## src/rtl/seg7_scan_driver.sv

```systemverilog
// rtl/seg7_scan_driver.sv - latches a 32-bit word and scans it as 8 hex digits on a common-anode display
module seg7_scan_driver #(
    parameter int REFRESH_DIV = 100000,
    parameter bit BLANK_EN    = 1'b1
) (
    input  logic        clk,
    input  logic        reset,
    input  logic        load,
    input  logic [31:0] data_in,
    input  logic        upper_lower,
    input  logic        blank_lz,
    output logic [6:0]  seg_n,
    output logic        dp_n,
    output logic [7:0]  an_n,
    output logic [15:0] led
);

    localparam int PW = (REFRESH_DIV > 1) ? $clog2(REFRESH_DIV) : 1;
    localparam logic [PW-1:0] LAST = PW'(REFRESH_DIV - 1);

    logic [PW-1:0] prescaler;
    logic [2:0]    digit;
    logic [31:0]   shadow;
    logic          ul_q;
    logic          tick;
    logic [3:0]    nibble;
    logic [2:0]    msd;
    logic          blanked;
    logic [6:0]    seg_next;
    logic [7:0]    an_next;
    logic          dp_next;

    assign tick   = (prescaler == LAST);
    assign nibble = 4'(shadow >> {digit, 2'b00});

    // Highest non-zero nibble; stays 0 for an all-zero word so digit 0 is always lit.
    always_comb begin
        msd = 3'd0;
        for (int k = 0; k < 8; k++) begin
            if (shadow[4*k +: 4] != 4'h0) begin
                msd = 3'(k);
            end
        end
    end

    assign blanked = BLANK_EN && blank_lz && (digit > msd);

    always_comb begin
        seg_next = 7'h7F;
        case (nibble)
            4'h0: seg_next = 7'b1000000;
            4'h1: seg_next = 7'b1111001;
            4'h2: seg_next = 7'b0100100;
            4'h3: seg_next = 7'b0110000;
            4'h4: seg_next = 7'b0011001;
            4'h5: seg_next = 7'b0010010;
            4'h6: seg_next = 7'b0000010;
            4'h7: seg_next = 7'b1111000;
            4'h8: seg_next = 7'b0000000;
            4'h9: seg_next = 7'b0010000;
            4'hA: seg_next = 7'b0001000;
            4'hB: seg_next = 7'b0000011;
            4'hC: seg_next = 7'b1000110;
            4'hD: seg_next = 7'b0100001;
            4'hE: seg_next = 7'b0000110;
            4'hF: seg_next = 7'b0001110;
            default: seg_next = 7'h7F;
        endcase
        if (blanked) begin
            seg_next = 7'h7F;
        end
    end

    assign an_next = blanked ? 8'hFF : ~(8'b1 << digit);
    assign dp_next = blanked || !((digit == 3'd4) && ul_q);

    always_ff @(posedge clk) begin
        if (reset) begin
            shadow    <= 32'h0;
            ul_q      <= 1'b0;
            led       <= 16'h0;
            prescaler <= '0;
            digit     <= 3'd0;
            an_n      <= 8'hFF;
            seg_n     <= 7'h7F;
            dp_n      <= 1'b1;
        end else begin
            if (load) begin
                shadow <= data_in;
                ul_q   <= upper_lower;
                led    <= upper_lower ? data_in[31:16] : data_in[15:0];
            end
            prescaler <= tick ? '0 : prescaler + 1'b1;
            if (tick) begin
                digit <= digit + 3'd1;
            end
            an_n  <= an_next;
            seg_n <= seg_next;
            dp_n  <= dp_next;
        end
    end

endmodule

```

## config.mk

```make
export PLATFORM = sky130hd
export DESIGN_NAME = seg7_scan_driver
export DESIGN_NICKNAME = d
export VERILOG_FILES = /design/src/rtl/seg7_scan_driver.sv
export SDC_FILE = /design/constraint.sdc
export NUM_CORES = 1
export LEC_CHECK = 0
export CAP_MARGIN = 20
export CORE_MARGIN = 2
export CORE_UTILIZATION = 53
export DETAILED_ROUTE_END_ITERATION = 8
export GPL_ROUTABILITY_DRIVEN = 1
export PLACE_DENSITY = 0.8
export SLEW_MARGIN = 25
export SYNTH_ARGS = -nofsm -noshare
export SYNTH_HDL_FRONTEND = slang
export SYNTH_SLANG_ARGS = --single-unit
```

## constraint.sdc

```tcl
create_clock -name clk -period 2.7 [get_ports clk]
set_input_delay 0.54 -clock clk [delete_from_list [all_inputs] [get_ports clk]]
set_output_delay 0.54 -clock clk [all_outputs]
set_load 0.005 [all_outputs]
```

==> qor.yml, run 1 <==
global_routing:
  gr_util_met3: 0.0419
  grt.overflow.total: 0
  global_route.usage.met1: 0.284
  grt_use_met2: 0.338
  groute.usage.overall: 0.211
  antenna_found_initial: 0
  first_global_vias: 2825
  globalRoute.busiestLayer: "met2"
  wire_length_of_the_first_global_routing_pass_um: 13800
  grt_max_degree: 66
run_status:
  outcome: "finished, final reports clean"
pwr:
  power.internal_w: 0.00217
  vdd_drop_max_mv: 0.274
  combinationalPowerShare: 0.125
  power_density_over_the_cells_mw_per_mm2: 573
  fraction_of_power_spent_switching_nets: 0.225
  static-leakage-power_nw: 1.99
  p_switching_w: 0.000628
  power.clock.fraction: 0.389
  pwr-share-seq: 0.486
route:
  drc: 0
  via_per_inst: 5.42
  wl_per_cell_um: 15.1
  detailedRoute.firstPassIterationCount: 4
  route.vias.total: 3032
  finalWirelength_um: 8460
  detail-route-antenna-nets: 0
  drt_iter0_drc: 145
clock_tree:
  clk_transition_reported_paths_ns: 0.08
  h-tree-depth: 3
  cts_buffers: 9
  post_cts_resize_count: 0
  cts_tree: "done"
  clk_latency_ns: 0.36
  holdBufCountCts: 0
  post-cts-setup-buffers: 0
  clock_sinks: 85
  ctsLongestPathBuffers: 2
  cts-root-buf: "sky130_fd_sc_hd__clkbuf_8"
cells_and_area:
  final_layout_size_suffix_gt1_frac: 0.0717
  num_antenna_cells: 0
  final_core_utilization: 0.679
  finish.net_count: 509
  syn_to_final_growth_pct: 24.9
  post_layout_nonfiller_instances: 559
timing:
  rsz0062_at_grt: "false"
  clock_skew_ns: 0.0117
  drv_slew: 0
  tns_ns: 0
  setup_violators_final: 0
  hold_violations: 0
  max_slew.worst_pin.slew_ns: 0.551
  max-slew-margin-rel: 0.633
  max_freq_ghz: 0.417
  layout_min_cycle_time_ns: 2.40
  final.period_utilization: 0.888
floorplan:
  die_y_um: 89.8
  boundaryPins: 69
  design.die.area_mm2: 0.00807
  chipWidth_um: 89.8
  floorplan.rows: 31
  initial_core_util: 0.544
  core_region_area_mm2: 0.00718
setup_path:
  cp_data_required_time_ns: 2.93
  regToRegStartpoint: "digit[0]"
  register_to_register_setup_slack_ns: 0.30
  path_class: "flop to flop"
  critPathCaptureType: "flop"
  cp_data_arrival_time_ns: 2.62
  worst-path-max-fanout: 7
  reg2reg_to: "seg_n[0]"
  timing.reg2reg.worst_path_depth: 7
  worstSetupStartpointType: "flop"
placement:
  port-buffer-count: 68
  dp_cells: 544
  routabilityCongestion: 0.849
  hpwlAfterDp_um: 6040
hold_path:
  hold-path-cell-count: 1
  hold_path.startpoint: "ul_q"
  hold_path_class: "flop to flop"
  min_delay_worst_endpoint: "dp_n"
synthesis:
  fraction_of_the_yosys_area_taken_by_sequential_cells: 0.436
  asr_flop_ratio_synth: 0
  synthDistinctLibCells: 46
  yosys_warnings: 0
  mappedNetlistArea_mm2: 0.00390
  synth-main-ff-cell: "sky130_fd_sc_hd__dfxtp_1"
  net_count_synth: 447
  synth_seq_cells: 85
  yosysTopAreaCell: "sky130_fd_sc_hd__dfxtp_1"
  syn-instance-count: 394
  post_synthesis_area_per_instance_um2: 9.90
  yosys.area.top_type_share: 0.436
  synth_enable_flop_cells: 0
  yosys-top-cells-area: "sky130_fd_sc_hd__dfxtp_1, sky130_fd_sc_hd__mux2i_1, sky130_fd_sc_hd__nor2_1"
run:
  cap_violations: 0
## power by group through the flow
| stage | combinational (W) | sequential, W | clock [W] |
|---|---|---|---|
| 2_1_floorplan | 0.000196 | 0.00138 | 0 |
| 3_3_place_gp | 0.000340 | 0.00138 | 0 |
| 3_5_place_dp | 0.000349 | 0.00139 | 0 |
| 4_1_cts | 0.000351 | 0.00136 | 0.00110 |
| 5_1_grt | 0.000381 | 0.00137 | 0.00115 |
| 6_report | 0.000350 | 0.00136 | 0.00109 |
## layer usage
layer	part of all wire	wire length, um
met1	0.45	3820
met2	0.48	4060
met3	0.052	439
met4	0.017	140
met5	0	0
## cell usage after synthesis (2+ instances only)
cell type,instances
sky130_fd_sc_hd__nor4_1,5
sky130_fd_sc_hd__o221ai_1,3
sky130_fd_sc_hd__nor3_1,3
sky130_fd_sc_hd__and2_1,2
sky130_fd_sc_hd__buf_6,3
sky130_fd_sc_hd__nand2_1,17
sky130_fd_sc_hd__buf_1,3
sky130_fd_sc_hd__mux2i_1,57
sky130_fd_sc_hd__mux2_2,3
sky130_fd_sc_hd__a21oi_1,3
sky130_fd_sc_hd__nand3_1,13
sky130_fd_sc_hd__ha_1,16
sky130_fd_sc_hd__buf_2,3
sky130_fd_sc_hd__nand4_1,6
sky130_fd_sc_hd__or3_1,2
sky130_fd_sc_hd__xnor2_1,11
sky130_fd_sc_hd__a211oi_1,18
sky130_fd_sc_hd__mux4_1,5
sky130_fd_sc_hd__clkbuf_1,14
sky130_fd_sc_hd__inv_1,9
sky130_fd_sc_hd__dfxtp_1,85
sky130_fd_sc_hd__nor2_1,80
sky130_fd_sc_hd__xor2_1,5
sky130_fd_sc_hd__o21ai_0,4
sky130_fd_sc_hd__and3_1,3
## how the worst max path moves through the flow
stage	start	endpoint	slack, ns	depth (start not counted)
2_1_floorplan	shadow[20]	seg_n[1]	0.40	10
3_3_place_gp	shadow[20]	seg_n[0]	0.39	10
3_5_place_dp	shadow[20]	seg_n[0]	0.32	10
4_1_cts	shadow[20]	seg_n[0]	0.29	10
5_1_grt	shadow[20]	seg_n[0]	0.05	9
6_report	digit[0]	seg_n[0]	0.30	7
## area by class of cell
| class | count | area, um^2 |
|---|---|---|
| Clock inverter | 4 | 95.1 |
| Clock buffer | 11 | 151 |
| Fill cell | 555 | 2300 |
| Tap cell | 99 | 124 |
| Timing Repair Buffer | 76 | 743 |
| Inverter | 9 | 33.8 |
| Multi-Input combinational cell | 275 | 2030 |
| Sequential cell | 85 | 1700 |
## cell families after synthesis
group	synth area share
AO/OA/AOI/OAI	0.0696
XOR/XNOR	0.0359
adder cells (fa/ha/maj)	0.0513
buffers and inverters	0.0449
flip-flops	0.436
multiplexers	0.200
AND/OR/NAND/NOR	0.162
## cells in the final DEF (no fill, tap or decap), drive strengths merged, types with 4 or more instances in the layout
cell           synthesis  routed
o21ai                  4       4
xor2                   5       5
nand2                 17      17
nor4                   6       6
nor2                  80      80
ha                    16      16
dfxtp                 85      85
mux2i                 58      58
mux4                   6       6
buf                   10      10
clkdlybuf4s50          0      66
xnor2                 11      11
a211oi                19      19
inv                    9       9
nand4                  6       6
nand3                 13      13
clkbuf                15      11
## worst max-delay path, cell delays in order, from the launching register on
cell and delay (ns):
sky130_fd_sc_hd__dfxtp_1 0.52, sky130_fd_sc_hd__mux4_1 0.60, sky130_fd_sc_hd__nand2_1 0.07, sky130_fd_sc_hd__and2_1 0.22, sky130_fd_sc_hd__inv_1 0.13, sky130_fd_sc_hd__ha_1 0.27
sky130_fd_sc_hd__nor4b_1 0.38, sky130_fd_sc_hd__a211oi_2 0.08
## per-stage QoR
step | power, W | hold slack (ns) | worst slack [ns] | instance area (um^2)
after floorplan | 0.00157 | 0.370 | 0.398 | 3900
after global placement | 0.00172 | 0.382 | 0.387 | 4630
after detailed placement | 0.00173 | 0.400 | 0.317 | 4630
after CTS | 0.00280 | 0.425 | 0.290 | 4870
after global routing | 0.00290 | 0.444 | 0.0544 | 4870
final | 0.00279 | 0.422 | 0.304 | 4870
## state kept, by name, indices dropped and copies added, names as in the netlist
register / cells
an_n: 8
ul_q: 1
shadow: 32
prescaler: 17
dp_n: 1
seg_n: 7
digit: 3
led: 16
Note: power is estimated with default switching activity, not from simulation.
==> run 2: changes to the inputs <==
--- a/config.mk
+++ b/config.mk
@@ -5,12 +5,12 @@
 export SDC_FILE = /design/constraint.sdc
 export NUM_CORES = 1
 export LEC_CHECK = 0
-export CAP_MARGIN = 20
+export CAP_MARGIN = 25
 export CORE_MARGIN = 2
 export CORE_UTILIZATION = 53
 export DETAILED_ROUTE_END_ITERATION = 8
-export GPL_ROUTABILITY_DRIVEN = 1
-export PLACE_DENSITY = 0.8
+export GPL_ROUTABILITY_DRIVEN = 0
+export PLACE_DENSITY = 0.86
 export SLEW_MARGIN = 25
 export SYNTH_ARGS = -nofsm -noshare
 export SYNTH_HDL_FRONTEND = slang
==> run 2 against run 1 <==
  * Utilization shrank 0.54 points
  * Combinational power is essentially flat
  * Count of clock-buffer cells in the layout shrank 1
  * Highest routed layer unchanged
  * Critical path depth is the same
  * Maximum frequency shrank 1.4%
  * Register-to-register slack lost 0.03 ns
  * Sequential share of layout area grew 0.28 points
  * Clock power shrank 14%
==> qor.yml, run 2 (synthesis results as in run 1) <==
run_status:
  outcome: "finished, final reports clean"
cells_and_area:
  fillerInstances: 556  # +0.18%
  syn_to_final_growth_pct: 23.9
  layout.cells.most_common: "sky130_fd_sc_hd__dfxtp_1"
  post_layout_nonfiller_instances: 559  # unchanged
  largest-register: "shadow"
  layout_common_cells: "sky130_fd_sc_hd__dfxtp_1, sky130_fd_sc_hd__nor2_1, sky130_fd_sc_hd__clkdlybuf4s50_1"
  largest_registers: "shadow: 32 flops, prescaler: 17 flops, led: 16 flops"
  final_layout_size_suffix_gt1_frac: 0.0739  # +0.00217
  finish.net_count: 508  # -0.20%
  largest_reg_flops: 32  # unchanged
  num_antenna_cells: 0  # unchanged
clock_tree:
  clk_latency_ns: 0.36  # about the same
  cts_buffers: 9  # unchanged
  holdBufCountCts: 0  # unchanged
  post_cts_resize_count: 0  # unchanged
  clock_sinks: 85  # unchanged
  cts_tree: "done"
  clk_transition_reported_paths_ns: 0.09  # about the same
  cts-root-buf: "sky130_fd_sc_hd__clkbuf_8"
  ctsLongestPathBuffers: 2  # unchanged
  h-tree-depth: 3  # unchanged
  post-cts-setup-buffers: 0  # unchanged
floorplan:
  design.die.area_mm2: 0.00807  # unchanged
  initial_core_util: 0.544  # unchanged
  die_y_um: 89.8  # unchanged
  floorplan.rows: 31  # unchanged
  boundaryPins: 69  # unchanged
  core_region_area_mm2: 0.00718  # unchanged
  chipWidth_um: 89.8  # unchanged
setup_path:
  regToRegStartpoint: "digit[0]"
  cp-startpoint: "digit[0]"
  worstSetupStartpointType: "flop"
  cpMaxStageDelayCell: "sky130_fd_sc_hd__mux4_1"
  cp_data_required_time_ns: 2.94  # about the same
  slowest_delay_ns: 0.62  # +0.02 ns
  cp_data_arrival_time_ns: 2.67  # +0.05 ns
  reg2reg_to: "seg_n[0]"
  worst-path-max-fanout: 8  # +1
  register_to_register_setup_slack_ns: 0.27  # -0.03 ns
  critPathCaptureType: "flop"
  critical_path.cell_chain: "mux4_1 > nand2_1 > and2_1 > inv_1 > ha_1 > nor4b_2 > a211oi_2"
  timing.reg2reg.worst_path_depth: 7  # unchanged
  worst_setup_path_endpoint: "seg_n[0]"
  path_class: "flop to flop"
global_routing:
  antenna_found_initial: 0  # unchanged
  wire_length_of_the_first_global_routing_pass_um: 14500  # +5.6%
  grt.overflow.total: 0  # unchanged
  first_global_vias: 3047  # +7.9%
  groute.usage.overall: 0.223  # +0.0120
  grt_max_degree: 66  # unchanged
placement:
  dp_cells: 543  # -0.18%
  port-buffer-count: 68  # unchanged
  hpwlAfterDp_um: 6200  # +2.6%
  detailedPlace.worstSlack_ns: 0.250  # -0.0671 ns
pwr:
  power_density_over_the_cells_mw_per_mm2: 547  # -4.6%
  static-leakage-power_nw: 1.96  # -1.4%
  vdd_drop_max_mv: 0.330  # +20%
route:
  drc: 0  # unchanged
  finalWirelength_um: 8770  # +3.7%
  detail-route-antenna-nets: 0  # unchanged
  detailedRoute.firstPassIterationCount: 4  # unchanged
  via_per_inst: 5.52  # +1.8%
  wl_per_cell_um: 15.7  # +3.7%
  route.vias.total: 3086  # +1.8%
  drt_iter0_drc: 172  # +19%
timing:
  rsz0062_at_grt: "false"
  final.setup.worst_slack_ns: 0.270  # -0.0333 ns
  final.period_utilization: 0.900  # +0.0124
  clock_skew_ns: 0.0135  # +0.00181 ns
  hold_violations: 0  # unchanged
  max-slew-margin-rel: 0.612  # -0.0211
  max_freq_ghz: 0.412  # -1.4%
  max_slew.worst_pin.slew_ns: 0.582  # +0.0317 ns
  layout_min_cycle_time_ns: 2.43  # +0.0333 ns
  drv_slew: 0  # unchanged
  setup_violators_final: 0  # unchanged
  tns_ns: 0  # unchanged
run:
  cap_violations: 0  # unchanged
hold_path:
  hold_path_class: "flop to flop"
==> run 2: how the worst min path moves through the flow <==
stage | end | slack [ns] | from | cells after the start
after floorplan | dp_n | 0.37 | ul_q | 1
after global placement | dp_n | 0.39 | ul_q | 1
after detailed placement | dp_n | 0.39 | ul_q | 1
after CTS | dp_n | 0.42 | ul_q | 1
after global routing | dp_n | 0.43 | ul_q | 1
final | dp_n | 0.42 | ul_q | 1
==> run 2: power breakdown <==
group | switching, W | leakage, nW | internal [W] | total (W)
Sequential | 0.0000440 | 0.699 | 0.00132 | 0.00136
Clock | 0.000478 | 0.0991 | 0.000459 | 0.000937
Combinational | 0.000158 | 1.16 | 0.000192 | 0.000350
Total | 0.000680 | 1.96 | 0.00197 | 0.00265
==> run 2: per-stage QoR <==
stage	hold slack (ns)	utilization	total power, W	area [um^2]
detailed placement	0.394	0.644	0.00173	4620
finish	0.418	0.674	0.00265	4840
global placement	0.386	0.644	0.00172	4620
global route	0.428	0.674	0.00275	4840
CTS	0.418	0.673	0.00266	4830
floorplan	0.370	-	0.00157	3900
==> run 2: routing by layer <==
| layer | global-route usage | part of all wire | vias up |
|---|---|---|---|
| li1 | - | - | 1511 |
| met1 | 0.276 | 0.44 | 1473 |
| met2 | 0.382 | 0.50 | 83 |
| met3 | 0.0394 | 0.046 | 19 |
| met4 | 0.100 | 0.023 | 0 |
| met5 | 0 | 0 | - |
==> run 2: final cells by class <==
| cell class | instances | area, um^2 | area share |
|---|---|---|---|
| Multi-Input combinational cell | 275 | 2030 | 0.420 |
| Sequential cell | 85 | 1700 | 0.352 |
| Timing Repair Buffer | 75 | 736 | 0.152 |
| Clock buffer | 10 | 138 | 0.0285 |
| Tap cell | 99 | 124 | 0.0256 |
| Clock inverter | 6 | 71.3 | 0.0147 |
| Inverter | 9 | 33.8 | 0.00699 |
==> run 2: critical path: cells and delay by family (launching register included) <==
kind                       cells  cell delay, ns
buffers and inverters          1            0.13
muxes                          1            0.62
adders and majority gates      1            0.27
and+or+nand+nor                3            0.64
AOI/OAI and AO/OA              1            0.07
DFF                            1            0.57
==> edit 1: new RTL, settings of run 1 <==
Set the parameter `REFRESH_DIV` to 50000 (it was 100000).
--- a/src/rtl/seg7_scan_driver.sv
+++ b/src/rtl/seg7_scan_driver.sv
@@ -1,6 +1,6 @@
 // rtl/seg7_scan_driver.sv - latches a 32-bit word and scans it as 8 hex digits on a common-anode display
 module seg7_scan_driver #(
-    parameter int REFRESH_DIV = 100000,
+    parameter int REFRESH_DIV = 50000,
     parameter bit BLANK_EN    = 1'b1
 ) (
     input  logic        clk,
Check against the original RTL: no difference found for any inputs over 10 cycles, from zero or initial values and one cycle with reset high; that may be too few to reach the edited logic, so the function may still have changed.
==> edit 1 against run 1 <==
Die area fell by 2.1%; total power decreased by 7.0%; critical endpoint is now seg_n[3]; cell area down 2.1%; via count hardly changed; clock power is 17% lower; area after synthesis is 2.2% lower; highest routed layer unchanged; worst setup slack worse by 0.096 ns; routed wire length is 0.11% higher; sequential cell count decreased by 1.
==> edit 1: results (changes against run 1) <==
Outcome
  • Outcome: finished clean

Synth
  • Number of nets produced by synthesis: 440 (-1.6%)
  • Sequential-to-total area share from yosys stat: 44.1% (+0.48 points)
  • Synth Area per Inst: 9.86 sq um (-0.48%)
  • Top post-synthesis cells by count: 84 x sky130_fd_sc_hd__dfxtp_1, 78 x sky130_fd_sc_hd__nor2_1, 54 x sky130_fd_sc_hd__mux2i_1
  • Top cells by area in the synthesized netlist: sky130_fd_sc_hd__dfxtp_1 44%, sky130_fd_sc_hd__mux2i_1 14%, sky130_fd_sc_hd__nor2_1 7.7%, sky130_fd_sc_hd__ha_1 5.2%, sky130_fd_sc_hd__a211oi_1 3.1%
  • Number of distinct standard cells referenced by the synthesized netlist: 48 (+4.3%)

Placement
  • Placed wire-length estimate after detailed placement: 6.26 mm (+3.7%)
  • Total cell area at the placement stage: 4570 sq um (-1.3%)
  • Placed Cells: 537 (-1.3%)
  • Last weighted congestion value of the routability-driven placer: 0.904 (+6.5%)

Final layout
  • Number of antenna repair diodes: 0 (unchanged)
  • Nets: 505 (-0.79%)
  • Proportion of layout cells with a drive suffix above 1: 7.88% (+0.70 points)
  • Final standard cell count with taps included and fillers excluded: 553 (-1.1%)
  • Count of fill cells added during filler insertion: 558 (+0.54%)
  • Registers with the most flip-flops: shadow: 32 flops, led: 16 flops, prescaler: 16 flops

GRT
  • Global-route wire length before repair: 13.6 mm (-1.2%)
  • Vias in the first global route: 2,862 (+1.3%)
  • Aggregate global-route resource usage: 22.8% (+1.7 points)

Power and ir drop
  • Worst IR Drop VDD: 0.447 mV (+63%)
  • Switching component of the power: 675 uW (+7.4%)
  • Static power due to leakage: 0.00194 uW (-2.1%)

Timing
  • Slew of the pin with the lowest slew margin: 0.487 ns (-0.0636 ns)
  • Setup skew after layout: 0.0124 ns (+0.000676 ns)

Worst setup path
  • Slowest cell on the critical path: sky130_fd_sc_hd__or4_1
  • Delay of the slowest critical-path stage: 0.54 ns (-0.06 ns)
  • Top fanout value on the critical path: 3 (-4)
  • Crit path max-delay family: simple AND/OR/NAND/NOR gates
  • Data arrival time of the worst path: 2.72 ns (+0.10 ns)

Routing
  • Final wirelength: 8.47 mm (+0.11%)
  • Count of routing violations after the opening detailed-route iteration: 98 (-32%)
  • Detailed-route via count: 3,035 (+0.099%)
  • First-pass iteration count of the detailed router: 4 (unchanged)

CTS
  • TritonCTS buffer count: 9 (unchanged)
  • Later-pin clock latency in the skew report: 0.36 ns (about the same)
  • Clock tree root driver cell: sky130_fd_sc_hd__clkbuf_8
  • Clock transition at the register clock pins on the worst setup and hold paths after CTS: 0.08 ns (about the same)
## edit 1: power by group through the flow
stage	logic [uW]	clock network, uW	registers (uW)
after CTS	351	917	1340
after floorplan	190	0	1360
final	351	905	1340
after global placement	341	0	1370
after detailed placement	349	0	1370
after global routing	386	971	1350
## edit 1: cell families after synthesis
group	synth area share (%)
fa+ha+maj	5.25
simple gates	15.5
flops	44.1
compound gates	8.30
buf+inv	3.57
xor+xnor	3.44
mux	19.9
## edit 1: what timing repair did
item | CTS | global route
setup endpoints to repair | 0 | 1
hold buffers | 0 | 0
setup buffers | 0 | 0
gates resized for setup | 0 | 3
## edit 1: routing by layer
metal	track usage, %	part of all wire, %
met5	0	0
met4	10.2	3.3
met3	6.81	6.3
met2	38.1	48
met1	27.0	42
## edit 1: layout make-up
cell class,count,area (sq um),area share (%)
multi-input combinational,273,2000,42.0
tap,96,120,2.52
inverter,9,33.8,0.708
sequential,84,1680,35.2
clock inverter,7,75.1,1.57
timing repair buffer,75,736,15.4
clock buffer,9,124,2.60
## edit 1: path summary, 6_finish.rpt
check	startpoint	end	slack [ns]	depth (start not counted)
setup / recovery	shadow[20]	seg_n[3]	0.21	10
hold / removal	ul_q	dp_n	0.43	1
setup reg to reg	shadow[20]	seg_n[3]	0.21	10
hold reg to reg	ul_q	dp_n	0.43	1
## edit 1: metrics by stage
stage / hold slack, ns / utilization (%) / setup slack, ns / power [uW]
finish: 0.426 / 69.5 / 0.207 / 2600
detailed placement: 0.399 / 66.5 / 0.192 / 1720
floorplan: 0.370 / - / 0.252 / 1550
CTS: 0.433 / 69.4 / 0.184 / 2610
global route: 0.453 / 69.5 / 0.00342 / 2710
global placement: 0.397 / 66.5 / 0.280 / 1710
==> edit 2: new RTL, settings of run 1 <==
Made on the original files. Register the inputs `load`, `data_in`, `upper_lower` and `blank_lz` before use, without a reset. The logic sees them one clock later.
--- a/src/rtl/seg7_scan_driver.sv
+++ b/src/rtl/seg7_scan_driver.sv
@@ -17,6 +17,18 @@
 
     localparam int PW = (REFRESH_DIV > 1) ? $clog2(REFRESH_DIV) : 1;
     localparam logic [PW-1:0] LAST = PW'(REFRESH_DIV - 1);
+
+    logic load_q;
+    logic [31:0] data_q;
+    logic upper_lower_q;
+    logic blank_lz_q;
+
+    always_ff @(posedge clk) begin
+        load_q        <= load;
+        data_q        <= data_in;
+        upper_lower_q <= upper_lower;
+        blank_lz_q    <= blank_lz;
+    end
 
     logic [PW-1:0] prescaler;
     logic [2:0]    digit;
@@ -43,7 +55,7 @@
         end
     end
 
-    assign blanked = BLANK_EN && blank_lz && (digit > msd);
+    assign blanked = BLANK_EN && blank_lz_q && (digit > msd);
 
     always_comb begin
         seg_next = 7'h7F;
@@ -85,10 +97,10 @@
             seg_n     <= 7'h7F;
             dp_n      <= 1'b1;
         end else begin
-            if (load) begin
-                shadow <= data_in;
-                ul_q   <= upper_lower;
-                led    <= upper_lower ? data_in[31:16] : data_in[15:0];
+            if (load_q) begin
+                shadow <= data_q;
+                ul_q   <= upper_lower_q;
+                led    <= upper_lower_q ? data_q[31:16] : data_q[15:0];
             end
             prescaler <= tick ? '0 : prescaler + 1'b1;
             if (tick) begin
Check against the original RTL: not equivalent (Yosys sat finds a counterexample within 4 cycles, from zero or initial values and one cycle with reset high).
==> edit 2 against run 1 <==
Sequential power increased by 41%; count of clock-buffer cells in the layout increased by 7; synthesized cell count increased by 7.9%; worst setup slack got worse by 0.075 ns; routed wire length increased by 7.7%; combinational power decreased by 3%; area after synthesis increased by 17%; cell area increased by 21%; total power increased by 59%; clock skew decreased by 0.0045 ns; sequential cell count increased by 35; hold slack got worse by 0.13 ns; highest routed layer unchanged.
==> edit 2: results (changes against run 1) <==
Outcome
  • Outcome: finished clean

Routing
  • Wire length on met2: 4.63 mm (+14%)
  • First-pass iteration count of the detailed router: 5 (+1)
  • Detailed-route wire length on metal 1: 4.00 mm (+4.8%)
  • Via density per instance: 5.41 (-0.30%)
  • Count of routing violations after the opening detailed-route iteration: 176 (+21%)
  • Met3 wire length: 388 um (-12%)
  • Final wirelength: 9.11 mm (+7.7%)

Synth
  • Top cells by area in the synthesized netlist: sky130_fd_sc_hd__dfxtp_1 52%, sky130_fd_sc_hd__mux2i_1 12%, sky130_fd_sc_hd__nor2_1 6.6%, sky130_fd_sc_hd__ha_1 4.4%, sky130_fd_sc_hd__mux4_1 2.9%
  • Number of nets produced by synthesis: 478 (+6.9%)
  • Sequential-to-total area share from yosys stat: 52.5% (+8.9 points)
  • Number of distinct standard cells referenced by the synthesized netlist: 48 (+4.3%)
  • Fraction of synthesized cell area in xor and xnor cells: 3.25% (-0.34 points)
  • Synthesized-area fraction occupied by ao, oa, aoi and oai cells: 5.90% (-1.1 points)
  • Adder and majority gate portion of the synthesized area: 4.37% (-0.76 points)

Final layout
  • Final standard cell count with taps included and fillers excluded: 613 (+9.7%)
  • Nets: 548 (+7.7%)
  • Proportion of layout cells with a drive suffix above 1: 9.84% (+2.7 points)

Power and ir drop
  • Static power due to leakage: 0.00246 uW (+24%)
  • Share of total power in the clock network: 49.0% (+10 points)
  • Switching fraction of total power: 23.6% (+1.2 points)
  • Combinational share of power: 7.7% (-4.8 points)
  • Combinational group power: 340 uW (-3%)

Worst setup path
  • Slowest cell on the critical path: sky130_fd_sc_hd__or4_1
  • Top fanout value on the critical path: 10 (+3)

Timing
  • Setup skew after layout: 0.00723 ns (-0.00449 ns)
  • Relative max-transition margin: 43.8% (-19 points)
  • Final worst-path setup slack: 0.229 ns (-0.0747 ns)
  • Hold slack final: 0.296 ns (-0.126 ns)

Placement
  • Total cell area at the placement stage: 5310 sq um (+15%)
  • Placed wire-length estimate after detailed placement: 6.09 mm (+0.89%)
  • Last weighted congestion value of the routability-driven placer: 0.893 (+5.2%)
  • Dpl ws: 0.126 ns (-0.191 ns)

Min path
  • Hold Path Class: in2reg

GRT
  • Met3 Track Usage GR: 5.20% (+1.0 points)
  • Aggregate global-route resource usage: 19.6% (-1.5 points)
  • Vias in the first global route: 3,186 (+13%)
  • Global-route wire length before repair: 15.0 mm (+8.7%)
  • Met1 capacity usage during global routing: 23.7% (-4.6 points)
  • Global routing usage on met2: 33.3% (-0.44 points)

CTS
  • TritonCTS buffer count: 17 (+8)
  • Later-pin clock latency in the skew report: 0.51 ns (+0.15 ns)
[edit 2: cell count changes after synthesis, sizes merged, moves of 3 or more]
cell / before / now
dfxtp: 85 / 120
xor2: 5 / 9
nand3: 13 / 7
xnor2: 11 / 8
nand2: 17 / 22
[edit 2: worst max-delay path: cells and delay by family (launching register included)]
family	cells	cell delay, ns
AOI/OAI and AO/OA	4	0.68
adders and majority gates	1	0.26
buffers and inverters	1	0.21
DFF	1	0.32
and+or+nand+nor	3	0.84
[edit 2: final timing paths]
| check | from | endpoint | cells after the start |
|---|---|---|---|
| setup / recovery | shadow[20] | seg_n[5] | 9 |
| hold reg to reg | prescaler[0] | prescaler[0] | 1 |
| setup reg to reg | shadow[20] | seg_n[5] | 9 |
| hold / removal | reset | digit[1] | 2 |
[edit 2: layout make-up]
cell class	instances	area, sq um
Sequential cell	120	2400
Inverter	10	37.5
Timing Repair Buffer	73	713
Clock buffer	18	418
Fill cell	588	2410
Tap cell	105	131
Multi-Input combinational cell	273	2030
Clock inverter	14	161
